**src/rtl/mem_wb_pipe_reg.sv**
```systemverilog
// MEM/WB stage register with a valid/ready handshake and a 2-entry skid buffer.
// The main entry drives the outputs and the skid entry absorbs one extra beat
// when write-back stalls. in_ready comes straight from a flop. WB_out is forced
// to zero whenever no entry is presented, so a bubble can never write the
// register file.
module mem_wb_pipe_reg #(
  parameter int DATA_W       = 32,
  parameter int WB_W         = 3,
  parameter int REG_W        = 5,
  parameter int REGWRITE_BIT = 0,
  parameter int ZERO_SQUASH  = 1
) (
  input  logic              clk,
  input  logic              rst_n,
  input  logic              flush,
  input  logic              in_valid,
  output logic              in_ready,
  input  logic [DATA_W-1:0] Read_data,
  input  logic [DATA_W-1:0] Alu_result,
  input  logic [DATA_W-1:0] jump_address,
  input  logic [WB_W-1:0]   WB,
  input  logic [REG_W-1:0]  direccion,
  output logic              out_valid,
  input  logic              out_ready,
  output logic [DATA_W-1:0] Read_data_out,
  output logic [DATA_W-1:0] Alu_result_out,
  output logic [DATA_W-1:0] jump_address_out,
  output logic [WB_W-1:0]   WB_out,
  output logic [REG_W-1:0]  direccion_out,
  output logic [1:0]        count
);

  typedef struct packed {
    logic [DATA_W-1:0] rd;
    logic [DATA_W-1:0] alu;
    logic [DATA_W-1:0] jmp;
    logic [WB_W-1:0]   wb;
    logic [REG_W-1:0]  dir;
  } ent_t;

  // The encoding doubles as the occupancy count.
  typedef enum logic [1:0] {EMPTY = 2'd0, ONE = 2'd1, FULL = 2'd2} state_t;

  state_t state;
  ent_t   in_ent, main_q, skid_q;
  logic   accept, issue, nxt_full;

  // Pack the incoming beat; a write to $zero has its register-write bit cleared
  always_comb begin
    in_ent.rd  = Read_data;
    in_ent.alu = Alu_result;
    in_ent.jmp = jump_address;
    in_ent.wb  = WB;
    in_ent.dir = direccion;
    if (ZERO_SQUASH != 0 && direccion == '0) in_ent.wb[REGWRITE_BIT] = 1'b0;
  end

  assign accept = in_valid & in_ready;
  assign issue  = (state != EMPTY) & out_ready;

  // FULL next cycle: either we stay FULL, or ONE takes a beat without issuing
  assign nxt_full = (state == FULL) ? ~issue : ((state == ONE) & accept & ~issue);

  // Occupancy state, storage and registered in_ready
  always_ff @(posedge clk) begin
    if (!rst_n) begin
      state    <= EMPTY;
      in_ready <= 1'b0;
      main_q   <= '0;
      skid_q   <= '0;
    end else if (flush) begin
      // Payload flops keep their values; only the occupancy is dropped
      state    <= EMPTY;
      in_ready <= 1'b1;
    end else begin
      in_ready <= ~nxt_full;
      case (state)
        EMPTY: if (accept) begin
          main_q <= in_ent;
          state  <= ONE;
        end
        ONE: begin
          if (accept && issue) begin
            main_q <= in_ent;
          end else if (accept) begin
            skid_q <= in_ent;
            state  <= FULL;
          end else if (issue) begin
            state  <= EMPTY;
          end
        end
        FULL: if (issue) begin
          main_q <= skid_q;
          state  <= ONE;
        end
        default: state <= EMPTY;
      endcase
    end
  end

  assign out_valid        = (state != EMPTY);
  assign count            = state;
  assign Read_data_out    = main_q.rd;
  assign Alu_result_out   = main_q.alu;
  assign jump_address_out = main_q.jmp;
  assign direccion_out    = main_q.dir;
  assign WB_out           = out_valid ? main_q.wb : '0;

endmodule

```
**config.mk**
```make
export PLATFORM = sky130hd
export DESIGN_NAME = mem_wb_pipe_reg
export DESIGN_NICKNAME = d
export VERILOG_FILES = /design/src/rtl/mem_wb_pipe_reg.sv
export SDC_FILE = /design/constraint.sdc
export NUM_CORES = 1
export LEC_CHECK = 0
export BUFFER_PORTS_ARGS = -buffer_cell sky130_fd_sc_hd__buf_4
export CAP_MARGIN = 20
export CORE_MARGIN = 2
export CORE_UTILIZATION = 59
export DETAILED_ROUTE_END_ITERATION = 10
export PLACE_DENSITY = 0.94
export SKIP_LAST_GASP = 1
export SYNTH_ARGS = -nofsm -noshare
export SYNTH_HDL_FRONTEND = slang
export SYNTH_SLANG_ARGS = --single-unit
```
**constraint.sdc**
```tcl
create_clock -name clk -period 2.75 [get_ports clk]
set_clock_uncertainty 0.2 [all_clocks]
set_input_delay 0.55 -clock clk [delete_from_list [all_inputs] [get_ports clk]]
set_output_delay 0.55 -clock clk [all_outputs]
set_load 0.01 [all_outputs]
```
==> results_dict.tcl <==
set metrics [dict create \
    gr-total-overflow 0 \
    fillers 1150 \
    core.rowCount 46 \
    coreArea_um2 15900 \
    fp.dieH_um 132 \
    ys_top_cells_by_area "dfxtp_1 (44%), nand2_1 (12%), mux2i_1 (11%)" \
    relSlewSlack_pct 55.8 \
    fin_nets 1220 \
    start_util_pct 60.6 \
    grt_max_degree 113 \
    drtAntennaViolNets 0 \
    cts.reportedPaths.clkPinSlew_ns 0.06 \
    syn_avg_cell_area_um2 9.24 \
    grt_pass1_wl_mm 35.3 \
    yosysTopAreaCellShare_pct 43.9 \
    portBuffers 216 \
    timing.critical_path.required_ns 2.00 \
    p_per_area_nw_per_um2 610 \
    cts_tree "yes" \
    ios 217 \
    yosysWarningCount 0 \
    final_util_pct 71.2 \
    drtPass1Iterations 6 \
    ctsHoldBuffers 0 \
    wl_mm 21.8 \
    whs_path_depth 3 \
    yosys-top-cells-count "nand2_1 (311), dfxtp_1 (211), buf_4 (107), mux2i_1 (105), o211a_1 (103)" \
    rsz0062_at_grt "false" \
    placed_area_um2 10600 \
    ys_seq_elements 211 \
    multi_input_area_um2 4240 \
    gp_congestion 0.772 \
    synth_most_common_cell "nand2_1" \
    min_period_ns 2.41 \
    synth_fp_nets 1151 \
    antenna_found_initial 0 \
    endpoint_kind "primary output" \
    grtUsageTotal_pct 24.0 \
    ys_seq_area_share_pct 43.9 \
    rr_worst_depth 5 \
    cts-resized-gates 0 \
    hold_viol 0 \
    worst_pin_slew_ns 0.662 \
    first_iter_violations 434 \
    numCtsBuffers 22 \
    crit_type "reg2out" \
    layout-drive-gt1-share_pct 24.0 \
    holdCritPathClass "in2reg" \
    max-cap-violations 0 \
    setup_viol 0 \
    vias_per_cell 5.51 \
    n_antenna_cell 0 \
    cp_data_arrival_time_ns 1.66 \
    fmax_mhz 415 \
    seq_area_um2 4220 \
    fin_setup_tns_ns 0 \
    avgRoutedWirePerCell_um 16.2 \
    outcome "finished, final reports clean" \
    p_leak_nw 6.25 \
    synth_cells 1042 \
    drc 0 \
    synth_area_um2 9620 \
    cts_root_buf "clkbuf_16" \
    synth-edff-count 0 \
    cp_max_fo 10 \
    via_count 7400 \
    insertion_delay_ns 0.49 \
    final_cell_area_um2 11300 \
    synthArstFlopShare_pct 0 \
    die_x_um 132 \
    cts_sinks 211 \
    synth_cell_type_count 27 \
    peakVddDrop_mv 0.652 \
    ys.flop_type "dfxtp_1" \
    maxSlewViolCount 0 \
    cts.path.max_buffers 3 \
    cp-start-kind "flop" \
    die_area_um2 17300 \
    min_period_over_period_pct 87.7 \
    cts-htree-levels 1 \
    area_growth_pct 17.6 \
    grt_pass1_vias 7181 \
    hpwlAfterDp_mm 13.4 \
    post_cts_buffers 0 \
    synth_top_cell_by_area "dfxtp_1" \
]
state kept, by name, indices dropped and copies added, names as in the netlist:
| name | cells |
|---|---|
| jump_address_out | 32 |
| count | 2 |
| skid_q | 104 |
| direccion_out | 5 |
| Read_data_out | 32 |
| Alu_result_out | 32 |
| in_ready | 1 |
| main_q | 3 |
worst paths after layout:
check | startpoint | endpoint | slack [ns]
hold / removal | Read_data[21] | skid_q[93] | 0.10
setup / recovery | count[1] | WB_out[2] | 0.34
hold reg to reg | skid_q[86] | skid_q[86] | 0.25
setup reg to reg | count[0] | jump_address_out[9] | 0.51
critical path, cell delays in order (launching register included):
cell     delay (ns)
dfxtp_1        0.61
nor2_1         0.24
nor2b_1        0.17
buf_4          0.15
per-stage QoR:
stage,power [mW],worst slack (ns),hold WS (ns),instances
after floorplan,3.64,0.701,0.234,1042
after global placement,3.85,0.461,0.239,1303
after detailed placement,3.87,0.396,0.245,1303
after CTS,6.95,0.307,0.0890,1342
after global routing,7.12,0.217,0.0946,1342
final,6.90,0.339,0.102,1342
cell usage in the layout (no fill, tap or decap), types with 2 or more instances in the layout:
| cell type | Yosys | routed |
|---|---|---|
| nand2_1 | 311 | 311 |
| buf_4 | 107 | 219 |
| dfxtp_1 | 211 | 211 |
| mux2i_1 | 105 | 105 |
| o211a_1 | 103 | 103 |
| a21boi_0 | 54 | 54 |
| a21boi_1 | 51 | 51 |
| clkbuf_16 | 0 | 23 |
| buf_12 | 0 | 8 |
| clkinv_2 | 0 | 6 |
| nor2b_1 | 5 | 5 |
| clkbuf_8 | 0 | 4 |
| bufinv_16 | 0 | 3 |
| nor2_1 | 2 | 2 |
| nand2b_1 | 3 | 2 |
| clkbuf_1 | 31 | 2 |
power breakdown:
part / switching, mW / total [mW] / internal (mW) / leakage (nW)
sequential: 0.0531 / 3.20 / 3.15 / 1.71
combinational: 0.275 / 0.606 / 0.332 / 4.16
clock: 1.19 / 3.10 / 1.91 / 0.381
total: 1.51 / 6.90 / 5.39 / 6.25
cell type report:
cell class	count	share of cell area, %
sequential	211	37.3
timing repair buffer	228	16.0
clock buffer	29	5.64
clock inverter	10	1.13
tap	216	2.39
inverter	1	0.0332
multi-input combinational	647	37.4
per-layer routing:
layer	up-vias	part of all wire, %	GRT usage [%]
li1	3562	-	-
met1	3530	40	28.0
met2	247	51	43.8
met3	61	5.9	4.90
met4	0	3.1	8.21
met5	-	0	0
logic make-up after synthesis:
group / count (synthesis) / share of synthesized area, %
multiplexers: 105 / 10.9
buffers and inverters: 184 / 12.3
AO/OA/AOI/OAI: 213 / 19.3
flip-flops: 211 / 43.9
AND/OR/NAND/NOR: 329 / 13.6
Note: power is estimated with default switching activity, not from simulation.
